===== config.mk =====
export PLATFORM = sky130hd
export DESIGN_NAME = seven_seg_bcd_display
export DESIGN_NICKNAME = d
export VERILOG_FILES = /design/src/rtl/seven_seg_pkg.sv /design/src/rtl/seven_seg_encoder.sv /design/src/rtl/seven_seg_bcd_display.sv
export SDC_FILE = /design/constraint.sdc
export NUM_CORES = 1
export LEC_CHECK = 0
export BUFFER_PORTS_ARGS = -buffer_cell sky130_fd_sc_hd__buf_2
export CAP_MARGIN = 0
export CORE_MARGIN = 5
export CORE_UTILIZATION = 60
export CTS_CLUSTER_DIAMETER = 100
export DETAILED_ROUTE_END_ITERATION = 16
export PLACE_DENSITY = 0.8
export SLEW_MARGIN = 20
export SYNTH_ARGS = -nofsm -noshare
export SYNTH_HDL_FRONTEND = slang
export SYNTH_HIERARCHICAL = 1
export SYNTH_SLANG_ARGS = --single-unit

===== constraint.sdc =====
create_clock -name clk -period 5.1 [get_ports clk]
set_clock_uncertainty 0.15 [all_clocks]
set_input_delay 0.51 -clock clk [delete_from_list [all_inputs] [get_ports clk]]
set_output_delay 0.51 -clock clk [all_outputs]
set_load 0.03 [all_outputs]

===== src/rtl/seven_seg_pkg.sv =====
// Shared definitions for the BCD seven-segment display: segment patterns,
// controller states and compile-time sizing helpers.
package seven_seg_pkg;

    // Active-low patterns, bit order g..a.
    localparam logic [6:0] SEG_0     = 7'b1000000;
    localparam logic [6:0] SEG_1     = 7'b1111001;
    localparam logic [6:0] SEG_2     = 7'b0100100;
    localparam logic [6:0] SEG_3     = 7'b0110000;
    localparam logic [6:0] SEG_4     = 7'b0011001;
    localparam logic [6:0] SEG_5     = 7'b0010010;
    localparam logic [6:0] SEG_6     = 7'b0000010;
    localparam logic [6:0] SEG_7     = 7'b1111000;
    localparam logic [6:0] SEG_8     = 7'b0000000;
    localparam logic [6:0] SEG_9     = 7'b0011000;
    localparam logic [6:0] SEG_DASH  = 7'b0111111;
    localparam logic [6:0] SEG_BLANK = 7'b1111111;

    typedef enum logic [1:0] {
        IDLE,
        CONV,
        COMMIT
    } state_t;

    // ceil(bin_w*log10(2) + 1) digits, never fewer than the display has.
    function automatic int bcd_field_width(input int bin_w, input int num_digits);
        int digits;
        digits = (bin_w * 30103) / 100000 + 2;
        if (digits < num_digits)
            digits = num_digits;
        return 4 * digits;
    endfunction

    function automatic logic [63:0] pow10(input int n);
        logic [63:0] p;
        p = 64'd1;
        for (int i = 0; i < n; i++)
            p = p * 64'd10;
        return p;
    endfunction

    function automatic logic [6:0] digit_pattern(input logic [3:0] d);
        case (d)
            4'd0:    return SEG_0;
            4'd1:    return SEG_1;
            4'd2:    return SEG_2;
            4'd3:    return SEG_3;
            4'd4:    return SEG_4;
            4'd5:    return SEG_5;
            4'd6:    return SEG_6;
            4'd7:    return SEG_7;
            4'd8:    return SEG_8;
            4'd9:    return SEG_9;
            default: return SEG_BLANK;
        endcase
    endfunction

endpackage


===== src/rtl/seven_seg_encoder.sv =====
// One digit: BCD nibble plus blank/dash flags to a 7-segment pattern.
// Blank wins over dash, dash wins over the digit.
module seven_seg_encoder
    import seven_seg_pkg::*;
#(
    parameter int ACTIVE_LOW = 1
) (
    input  logic [3:0] i_digit,
    input  logic       i_blank,
    input  logic       i_dash,
    output logic [6:0] o_seg
);

    logic [6:0] w_pat;

    always_comb begin
        if (i_blank)
            w_pat = SEG_BLANK;
        else if (i_dash)
            w_pat = SEG_DASH;
        else
            w_pat = digit_pattern(i_digit);
    end

    assign o_seg = (ACTIVE_LOW != 0) ? w_pat : ~w_pat;

endmodule


===== src/rtl/seven_seg_bcd_display.sv =====
// Multi-digit seven-segment driver: handshake-loaded binary value, sequential
// double-dabble to BCD, atomic digit commit, blanking, blink and overflow.
module seven_seg_bcd_display
    import seven_seg_pkg::*;
#(
    parameter int NUM_DIGITS = 4,
    parameter int BIN_W      = 14,
    parameter int BLINK_DIV  = 25000000,
    parameter int ACTIVE_LOW = 1
) (
    input  logic                    clk,
    input  logic                    rst,
    input  logic                    value_valid,
    input  logic [BIN_W-1:0]        value,
    output logic                    ready,
    input  logic                    blank_lz,
    input  logic                    blink_en,
    output logic                    overflow,
    output logic [7*NUM_DIGITS-1:0] seg
);

    localparam int          BCD_W   = bcd_field_width(BIN_W, NUM_DIGITS);
    localparam int          SR_W    = BCD_W + BIN_W;
    localparam int          CNT_W   = $clog2(BIN_W + 1);
    localparam int          BLK_W   = $clog2(BLINK_DIV);
    localparam logic [63:0] LIMIT   = pow10(NUM_DIGITS);
    localparam logic [6:0]  OFF_PAT = (ACTIVE_LOW != 0) ? SEG_BLANK : ~SEG_BLANK;

    state_t                       r_state;
    logic                         r_ready;
    logic                         r_overflow;
    logic                         r_ovf_pend;
    logic [SR_W-1:0]              r_sr;
    logic [CNT_W-1:0]             r_iter;
    logic [NUM_DIGITS-1:0][3:0]   r_digits;
    logic [BLK_W-1:0]             r_blink_cnt;
    logic                         r_blink_on;
    logic [7*NUM_DIGITS-1:0]      r_seg;

    logic [SR_W-1:0]              w_adj;
    logic [NUM_DIGITS-1:0]        w_blank;
    logic                         w_run;
    logic [7*NUM_DIGITS-1:0]      w_seg_all;

    // Shift register layout: {BCD field, binary}; binary bits migrate upward.
    always_comb begin
        // NOTE: every always_comb output gets a default first so no latch is inferred.
        w_adj = r_sr;
        for (int k = 0; k < BCD_W / 4; k++) begin
            if (r_sr[BIN_W + 4*k +: 4] >= 4'd5)
                w_adj[BIN_W + 4*k +: 4] = r_sr[BIN_W + 4*k +: 4] + 4'd3;
        end
    end

    always_ff @(posedge clk) begin
        // NOTE: sequential state uses non-blocking assignments so all registers update together.
        if (rst) begin
            r_state    <= IDLE;
            r_ready    <= 1'b1;
            r_overflow <= 1'b0;
            r_ovf_pend <= 1'b0;
            r_sr       <= '0;
            r_iter     <= '0;
            r_digits   <= '0;
        end else begin
            case (r_state)
                IDLE: begin
                    if (value_valid && r_ready) begin
                        r_sr       <= SR_W'(value);
                        r_iter     <= '0;
                        r_ovf_pend <= (64'(value) >= LIMIT);
                        r_ready    <= 1'b0;
                        r_state    <= CONV;
                    end
                end
                CONV: begin
                    r_sr   <= {w_adj[SR_W-2:0], 1'b0};
                    r_iter <= r_iter + 1'b1;
                    if (r_iter == CNT_W'(BIN_W - 1))
                        r_state <= COMMIT;
                end
                COMMIT: begin
                    for (int i = 0; i < NUM_DIGITS; i++)
                        r_digits[i] <= r_sr[BIN_W + 4*i +: 4];
                    r_overflow <= r_ovf_pend;
                    r_ready    <= 1'b1;
                    r_state    <= IDLE;
                end
                default: r_state <= IDLE;
            endcase
        end
    end

    always_ff @(posedge clk) begin
        if (rst || !blink_en) begin
            r_blink_cnt <= '0;
            r_blink_on  <= 1'b1;
        end else if (r_blink_cnt == BLK_W'(BLINK_DIV - 1)) begin
            r_blink_cnt <= '0;
            r_blink_on  <= ~r_blink_on;
        end else begin
            r_blink_cnt <= r_blink_cnt + 1'b1;
        end
    end

    // Walk from the most significant digit down; w_run stays set while all digits so far are zero.
    always_comb begin
        w_run   = 1'b1;
        w_blank = '0;
        for (int i = NUM_DIGITS - 1; i >= 0; i--) begin
            w_run      = w_run && (r_digits[i] == 4'd0);
            w_blank[i] = !r_blink_on || ((i != 0) && blank_lz && !r_overflow && w_run);
        end
    end

    for (genvar gi = 0; gi < NUM_DIGITS; gi++) begin : g_digit
        seven_seg_encoder #(
            .ACTIVE_LOW(ACTIVE_LOW)
        ) u_enc (
            .i_digit(r_digits[gi]),
            .i_blank(w_blank[gi]),
            .i_dash (r_overflow),
            .o_seg  (w_seg_all[7*gi +: 7])
        );
    end

    always_ff @(posedge clk) begin
        if (rst)
            r_seg <= {NUM_DIGITS{OFF_PAT}};
        else
            r_seg <= w_seg_all;
    end

    assign ready    = r_ready;
    assign overflow = r_overflow;
    assign seg      = r_seg;

endmodule


==> flow_summary.toml <==
[yosys]
synth_seq_area_share_pct = 40.8
ys_ff_latch = 109
synth_top_cell_area_share_pct = 40.8
syn_inst = 648
synth_top_area_cell = "dfxtp_1"
synth_cell_type_count = 48
syn_nets = 698
synth-edff-count = 0
avgSynthCellArea_um2 = 8.26
synthArstFlopShare_pct = 0
synth_area_mm2 = 0.00535
synth_flop_cell = "dfxtp_1"
synth.area.top_cells = "dfxtp_1, ha_1, nor2_1, a21oi_1, nand2_1"
ys_warn_count = 6

[floorplanning]
die_x_um = 104
die_area_mm2 = 0.0109
core_area_mm2 = 0.00872
rows = 34
boundaryPins = 49
start_util_pct = 61.4
die_h_um = 104

[drt]
viasPerCell = 5.49
drtAntennaViolNets = 0
drt_iter0_drc = 195
finalWirelength_um = 10300
first_pass_iters = 4
wl_per_cell_um = 13.1
drc_errors = 0
vias = 4341

[placed_design]
hpwl_um = 7220
place.gp.congestion = 0.814
pre_cts_slack_ns = 2.91
io_buffers = 48

[timing]
slew_headroom_pct = 41.0
drv_slew = 0
worst_slew_pin_slew_ns = 0.872
setup-violations-final = 0
finalHoldViolations = 0
tns_ns = 0
period_needed_ns = 2.18
grt_setup_unrepaired = "no"
fmax_mhz = 458
timing.hold.ws_ns = 0.232
finalWorstSetupSlack_ns = 2.92
layout_worst_path_cycle_share_pct = 42.8

[cells_and_area]
n_fill_cell = 722
antenna_cells = 0
areaGrowthSynthToFinish_pct = 8.16
seqCellArea_mm2 = 0.00218
finalNetCount = 727
multi_input_area_mm2 = 0.00288
drive_above_1_share_pct = 16.4

[power]
ir_drop_mv = 0.172
intPower_mw = 1.15
p_per_area_mw_per_mm2 = 267
p_sw_mw = 0.391
swShare_pct = 25.3
power.share.clock_pct = 33.1
seqPwrFrac_pct = 57.7
p_total_mw = 1.54
p_comb_share_pct = 9.2
power_leakage_nw = 2.19

[flow_run]
cap_violations = 0

[setup_path]
cp-start-kind = "flop"
critPathMaxFanout = 24
critPathArrivalTime_ns = 2.25
worstSetupEndpointType = "flop"
critPathKind = "reg2reg"
cp.required_ns = 5.17

[worst_hold_path]
hold_path.class = "in2reg"

[cts]
cts_sinks = 109
cts_buffers = 9
htree_levels = 3
cts_tree = "built"
hold_buffers = 0
cts-root-buf = "clkbuf_8"
cts_setup_buffers = 0
worstSkewPairLatency_ns = 0.37
cts_resized = 0
cts.clk_slew.worst_paths_ns = 0.10
clockBufferDepth = 2

[global_routing]
gr-total-overflow = 0
grt_pass1_vias = 4117
grt_pass1_wl_um = 18200
grt_max_degree = 86
groute.usage.overall_pct = 19.4
antenna_found_initial = 0

[status]
outcome = "finished clean"
[final cells by class]
cell class | count | area share, %
multi-input combinational | 472 | 49.8
sequential | 109 | 37.7
timing repair buffer | 51 | 4.54
tap | 108 | 2.33
inverter | 34 | 2.20
clock buffer | 9 | 2.14
clock inverter | 7 | 1.25
[state kept, by name, indices dropped and copies added, names as in the netlist]
register and count:
r_sr 30, seg 28, r_blink_cnt 25, r_digits 16, r_iter 4, r_state 2
overflow 1, r_blink_on 1, r_ovf_pend 1, ready 1
[logic make-up (layout without fill, tap and decap cells)]
family                     after synthesis  in the layout  synth area share [%]
DFF                                    109            109                  40.8
xor gates and xnor gates                31             31                  5.07
AOI/OAI and AO/OA                      123            123                  14.3
muxes                                    1              1                 0.187
adders and majority gates               31             31                  7.25
and+or+nand+nor                        286            286                  27.0
buffers and inverters                   67            101                  5.42
[placed cells by master (no fill, tap or decap), types with 3 or more instances in the layout]
| cell type | count |
|---|---|
| a21oi_1 | 49 |
| a31oi_1 | 4 |
| a32oi_1 | 4 |
| and3_1 | 5 |
| buf_2 | 48 |
| buf_4 | 3 |
| clkbuf_8 | 9 |
| dfxtp_1 | 109 |
| ha_1 | 31 |
| inv_1 | 34 |
| nand2_1 | 59 |
| nand2b_1 | 19 |
| nand3_1 | 24 |
| nand3b_1 | 3 |
| nand4_1 | 8 |
| nor2_1 | 85 |
| nor2_2 | 4 |
| nor2b_1 | 9 |
| nor3_1 | 7 |
| nor3b_1 | 5 |
| nor4_1 | 17 |
| o211ai_1 | 8 |
| o21ai_0 | 15 |
| o21ai_1 | 20 |
| o22ai_1 | 4 |
| o311ai_2 | 4 |
| o31ai_1 | 5 |
| o31ai_2 | 4 |
| or2_2 | 28 |
| xnor2_1 | 11 |
| xor2_1 | 20 |
[power by group through the flow]
| stage | registers (mW) | logic [mW] | clock network, mW |
|---|---|---|---|
| after floorplan | 0.932 | 0.0816 | 0 |
| after global placement | 0.911 | 0.139 | 0 |
| after detailed placement | 0.912 | 0.143 | 0 |
| after CTS | 0.892 | 0.144 | 0.526 |
| after global routing | 0.896 | 0.159 | 0.561 |
| final | 0.892 | 0.142 | 0.511 |
[synth_stat cells (2+ instances only)]
cell type and n:
nand2b_1 19, and3_1 5, inv_1 34, xnor2_1 11, o21ai_1 20, o31ai_1 5
or4_1 2, nand3_1 24, o31ai_2 4, a22oi_1 2, a32oi_1 4, nand4_1 8
nor2_1 85, nand3b_1 3, buf_6 4, o211ai_1 8, buf_2 7, buf_1 2
clkbuf_1 20, ha_1 31, o311ai_2 4, a21oi_1 49, nor2_2 4, nand2_1 59
nor3_1 7, xor2_1 20, o22ai_1 4, dfxtp_1 109, o21ai_0 15, nor4_1 17
or2_2 28, nor2b_1 11, a31oi_1 4, nor3b_1 5
[worst max-delay path, stage by stage (launching register included)]
cell	delay [ns]
dfxtp_1	0.42
and4_1	0.27
nand4_1	0.11
nor3_1	0.28
or3b_1	0.67
nor2_1	0.13
[per-layer routing]
metal | share of wire [%] | vias to the layer above | track usage, %
met5 | 0 | - | 0
met4 | 1.0 | 0 | 5.00
met3 | 3.9 | 10 | 4.90
met2 | 51 | 76 | 34.1
met1 | 44 | 2003 | 23.6
li1 | - | 2252 | -
[through the flow]
step,utilization [%],instances,instance area (um^2)
finish,66.4,790,5790
global route,66.4,790,5790
CTS,66.3,790,5790
detailed placement,64.1,774,5590
global placement,64.1,774,5590
floorplan,-,648,5350
[final timing paths]
check / startpoint / end / slack, ns / cells past startpoint
worst max-delay path: r_blink_cnt[11] / r_blink_cnt[10] / 2.92 / 5
worst min-delay path: blink_en / r_blink_on / 0.23 / 2
worst max register to register: r_blink_cnt[11] / r_blink_cnt[10] / 2.92 / 5
worst min register to register: r_ovf_pend / r_ovf_pend / 0.32 / 2
Power figures use the tool's default switching activity.
